File: config.mk
export PLATFORM = sky130hd
export DESIGN_NAME = car_sensor
export DESIGN_NICKNAME = d
export VERILOG_FILES = /design/src/rtl/car_sensor.sv
export SDC_FILE = /design/constraint.sdc
export NUM_CORES = 1
export LEC_CHECK = 0
export CAP_MARGIN = 10
export CORE_MARGIN = 1.5
export CORE_UTILIZATION = 51
export CTS_CLUSTER_DIAMETER = 200
export DETAILED_ROUTE_END_ITERATION = 6
export GPL_TIMING_DRIVEN = 0
export PLACE_DENSITY = 0.79
export SLEW_MARGIN = 20
export SYNTH_ARGS = -nofsm -noshare
export SYNTH_HDL_FRONTEND = slang
export SYNTH_SLANG_ARGS = --single-unit
File: constraint.sdc
create_clock -name clock -period 2.9 [get_ports clock]
set_input_delay 0.725 -clock clock [delete_from_list [all_inputs] [get_ports clock]]
set_output_delay 0.725 -clock clock [all_outputs]
set_load 0.005 [all_outputs]
File: src/rtl/car_sensor.sv
// car_sensor: country-road vehicle detector front end.
// Synchronises and debounces the loop sensor, counts waiting cars, models
// departures during country green and raises x while any car is waiting.
module car_sensor #(
  parameter int DEB_CYCLES    = 4,
  parameter int DEPART_CYCLES = 3,
  parameter int MAX_CARS      = 15,
  parameter int CNT_W         = 4
) (
  input  logic             clock,
  input  logic             clear,
  input  logic             sensor_raw,
  input  logic [1:0]       cntry,
  output logic             x,
  output logic [CNT_W-1:0] car_count,
  output logic             sensor_clean,
  output logic             overflow
);

  // Debounce states:
  //   LOW_STABLE  | clean level 0, synchronised sensor agrees
  //   LOW_CHECK   | clean level 0, sensor has read 1 for a run of samples
  //   HIGH_STABLE | clean level 1, synchronised sensor agrees
  //   HIGH_CHECK  | clean level 1, sensor has read 0 for a run of samples
  typedef enum logic [1:0] {
    LOW_STABLE  = 2'd0,
    LOW_CHECK   = 2'd1,
    HIGH_STABLE = 2'd2,
    HIGH_CHECK  = 2'd3
  } deb_state_t;

  localparam int DW = $clog2(DEB_CYCLES + 1);
  localparam int TW = $clog2(DEPART_CYCLES + 1);
  localparam logic [1:0] GREEN = 2'd0;

  logic          s1, s2;
  deb_state_t    state, state_n;
  logic [DW-1:0] deb_cnt, deb_cnt_n;
  logic          deb_done;
  logic          clean_n;
  logic          arrival;
  logic [TW-1:0] tmr, tmr_n;
  logic          green_active;
  logic          departure;
  logic          at_max;

  // Two-flop synchroniser for the asynchronous loop detector.
  always_ff @(posedge clock) begin
    if (clear) begin
      s1 <= 1'b0;
      s2 <= 1'b0;
    end else begin
      s1 <= sensor_raw;
      s2 <= s1;
    end
  end

  // Debounce state register, run counter and registered clean level.
  always_ff @(posedge clock) begin
    if (clear) begin
      state        <= LOW_STABLE;
      deb_cnt      <= '0;
      sensor_clean <= 1'b0;
    end else begin
      state        <= state_n;
      deb_cnt      <= deb_cnt_n;
      sensor_clean <= clean_n;
    end
  end

  // The sample that enters a CHECK state is the first of the run, so deb_cnt
  // holds the further differing samples; the run completes when the current
  // sample brings the total to DEB_CYCLES.
  assign deb_done = (int'(deb_cnt) + 2 >= DEB_CYCLES);

  // Debounce next-state logic.
  always_comb begin
    state_n   = state;
    deb_cnt_n = deb_cnt;
    case (state)
      LOW_STABLE: begin
        if (s2) begin
          state_n   = (DEB_CYCLES == 1) ? HIGH_STABLE : LOW_CHECK;
          deb_cnt_n = '0;
        end
      end
      LOW_CHECK: begin
        if (!s2) begin
          state_n   = LOW_STABLE;
          deb_cnt_n = '0;
        end else if (deb_done) begin
          state_n   = HIGH_STABLE;
          deb_cnt_n = '0;
        end else begin
          deb_cnt_n = deb_cnt + 1'b1;
        end
      end
      HIGH_STABLE: begin
        if (!s2) begin
          state_n   = (DEB_CYCLES == 1) ? LOW_STABLE : HIGH_CHECK;
          deb_cnt_n = '0;
        end
      end
      HIGH_CHECK: begin
        if (s2) begin
          state_n   = HIGH_STABLE;
          deb_cnt_n = '0;
        end else if (deb_done) begin
          state_n   = LOW_STABLE;
          deb_cnt_n = '0;
        end else begin
          deb_cnt_n = deb_cnt + 1'b1;
        end
      end
      default: begin
        state_n   = LOW_STABLE;
        deb_cnt_n = '0;
      end
    endcase
  end

  // Debounce outputs: next clean level and the single-cycle arrival event.
  always_comb begin
    clean_n = (state_n == HIGH_STABLE) || (state_n == HIGH_CHECK);
    arrival = clean_n && !sensor_clean;
  end

  // Departure timer only runs while cars wait under country green; any other
  // cycle discards a partial count.
  assign green_active = (cntry == GREEN) && (car_count != '0);
  assign departure    = green_active && (tmr == TW'(DEPART_CYCLES - 1));

  // Next timer value: reload on a departure, zero when not running.
  always_comb begin
    tmr_n = '0;
    if (green_active && !departure) tmr_n = tmr + 1'b1;
  end

  // Departure timer register.
  always_ff @(posedge clock) begin
    if (clear) tmr <= '0;
    else       tmr <= tmr_n;
  end

  assign at_max = (car_count == CNT_W'(MAX_CARS));

  // Waiting-car count and sticky overflow; coincident arrival and departure
  // cancel, so overflow marks only arrivals that are actually lost.
  always_ff @(posedge clock) begin
    if (clear) begin
      car_count <= '0;
      overflow  <= 1'b0;
    end else begin
      case ({arrival, departure})
        2'b10: begin
          if (at_max) overflow  <= 1'b1;
          else        car_count <= car_count + 1'b1;
        end
        2'b01:   car_count <= car_count - 1'b1;
        default: car_count <= car_count;
      endcase
    end
  end

  assign x = (car_count != '0);

endmodule
==> metrics.cfg <==
[route]
drt_pass1_iterations = 4
final_antenna_net_count = 0
vias = 597
via_per_inst = 5.38
detail_route.wirelength_um = 1280
drtIter0Drc = 13
drc = 0
wl_per_cell_um = 11.6

[clocking]
numCtsBuffers = 3
ctsLongestPathBuffers = 2
cts.repair.resized = 0
worstSkewPairLatency_ns = 0.28
clock_sinks = 15
clock-root-buffer = clkbuf_4
cts_setup_buffers = 0
cts.hold.buffers_added = 0
clk_pin_slew_ns = 0.09
htreeDepth = 1
tritoncts = done

[finish]
n_fill_cell = 125
layout.nets = 106
ff_latch_area_um2 = 300
antenna_cells = 0
area.growth.synth_to_final_pct = 18.3
layout-drive-gt1-share = 0.158
multi_input_area_um2 = 474

[global_route]
grt_pass1_vias = 585
grt_remaining_overflow = 0
grt_pass1_wl_um = 2350
grt_use_total = 0.175
antenna_found_initial = 0
grt_max_degree = 11

[synthesis]
synth_xor_area_frac = 0.0217
synth_commonest_cells = nor2_1 (18), dfxtp_1 (15), ha_1 (4), inv_1 (4)
syn-cell-area_um2 = 808
post-synth-top-count-cell = nor2_1
synth_cell_types = 32
muxShareOfSynthArea = 0.136
synth-adder-area-share = 0.0867
synth_top_family_by_area = simple AND/OR/NAND/NOR gates
ys_seq_area_frac = 0.372
postSynthAreaPerCell_um2 = 9.98
synth_edf_count = 0
ys_async_sr_fraction = 0
synth.area.top_cells = dfxtp_1 (37%), nor2_1 (8.4%), ha_1 (6.2%)
syn-instance-count = 81
synthSimpleGateAreaFrac = 0.231
synth-main-ff-cell = dfxtp_1
synth_warnings = 0
synth_compound_area_frac = 0.111
synth_nets = 91
synth_top_area_share = 0.372
synth-seq-cells = 15
synth_largest_area_cell = dfxtp_1

[die]
ios = 12
coreArea_um2 = 1490
dieHeight_um = 42.8
num_rows = 14
die_w_um = 42.8
die_area_um2 = 1830
initial_utilization = 0.543

[worst_setup_path]
required_ns = 3.07
path_max_fanout = 4
startpoint_type = input port
cp.arrival_ns = 2.85
crit_path_end_kind = register
critPathKind = in -> reg

[sta]
maxSlewViolCount = 0
hold_viol_final = 0
timing.fmax_mhz = 373
rsz0062_at_grt = false
tightest_slew_ns = 0.419
setup_viol = 0
setup_tns_ns = 0
setup_slack_ns = 0.222
maxSlewHeadroom = 0.721
period_needed_ns = 2.68
finalClockSkew_ns = 0.00239
fin_crit_sh = 0.923

[min_path]
hold_class = reg -> reg

[outcome]
status = completed

[place]
hpwl_um = 998
io_buffer_count = 10
gp_congestion = 0.743
pre_cts_slack_ns = -0.0665

[power]
total_power_mw = 0.338
p_per_area_nw_per_um2 = 353
p_leak_nw = 0.378
ir_worst_vdd_mv = 0.322

[run]
drv_cap = 0

## cells in the final DEF, fill, tap and decap left out, drive strengths merged
cell type | synthesis | routed
o21ai | 2 | 2
o21a | 1 | 1
a22oi | 2 | 2
xor2 | 2 | 2
a211oi | 1 | 1
nand4b | 2 | 2
dfxtp | 15 | 15
clkbuf | 1 | 4
fa | 1 | 1
clkdlybuf4s50 | 0 | 10
nor2 | 18 | 18
or2b | 1 | 1
a21o | 1 | 1
or4 | 1 | 1
nand2b | 2 | 2
and3 | 2 | 2
a211o | 1 | 1
a21oi | 1 | 1
mux2i | 4 | 4
and4 | 1 | 1
clkinv | 0 | 1
ha | 4 | 4
nand4 | 1 | 1
nand3 | 2 | 2
nor2b | 3 | 3
nor3b | 1 | 1
inv | 4 | 4
a31oi | 2 | 2
mux2 | 3 | 3
buf | 2 | 2
## cell families after synthesis
kind of cell | count (synthesis)
flip-flops | 15
AND/OR/NAND/NOR | 34
AO/OA/AOI/OAI | 11
multiplexers | 7
adder cells (fa/ha/maj) | 5
buffers and inverters | 7
XOR/XNOR | 2
## state kept, by name, indices dropped and copies added, names as in the netlist
| name | count |
|---|---|
| state | 2 |
| s2 | 1 |
| tmr | 2 |
| overflow | 1 |
| deb_cnt | 3 |
| s1 | 1 |
| car_count | 4 |
| sensor_clean | 1 |
## worst paths after layout
kind | startpoint | to | slack, ns | cells past startpoint
setup / recovery | cntry[1] | car_count[3] | 0.22 | 10
hold / removal | tmr[0] | tmr[0] | 0.42 | 1
setup reg to reg | car_count[3] | car_count[3] | 0.34 | 10
hold reg to reg | tmr[0] | tmr[0] | 0.42 | 1
## where the power goes
group / internal [mW] / leakage, nW / total (mW) / switching (mW)
Sequential: 0.208 / 0.121 / 0.208 / 0.000914
Clock: 0.0512 / 0.0177 / 0.115 / 0.0641
Combinational: 0.00640 / 0.239 / 0.0141 / 0.00768
Total: 0.265 / 0.378 / 0.338 / 0.0727
## layout make-up
type | instances | area share
Multi-Input combinational cell | 59 | 0.496
Timing Repair Buffer | 10 | 0.105
Sequential cell | 15 | 0.314
Clock inverter | 1 | 0.00524
Clock buffer | 3 | 0.0236
Tap cell | 16 | 0.0209
Buffer | 3 | 0.0196
Inverter | 4 | 0.0157
## critical path, cell delays in order
cell	delay [ns]
clkdlybuf4s50_1	0.40
nor2_1	0.29
and3_4	0.27
o21ai_0	0.15
inv_1	0.11
ha_1	0.22
a21o_2	0.22
a21oi_1	0.23
nand4b_1	0.15
nand4_1	0.09
## through the flow
stage	instance area (µm²)	hold WS, ns	utilization	instances
2_1_floorplan	808	0.392	-	81
6_report	956	0.418	0.642	111
4_1_cts	956	0.417	0.642	111
3_3_place_gp	928	0.405	0.624	107
3_5_place_dp	928	0.405	0.624	107
5_1_grt	956	0.451	0.642	111
## metal layers
metal | routed length (µm) | vias up | GRT usage | part of all wire
met5 | 0 | - | 0 | 0
met4 | 17 | 0 | 0.0938 | 0.013
met3 | 46 | 2 | 0.0511 | 0.036
met2 | 615 | 13 | 0.282 | 0.48
met1 | 604 | 271 | 0.207 | 0.47
li1 | - | 311 | - | -
Power figures use the tool's default switching activity.
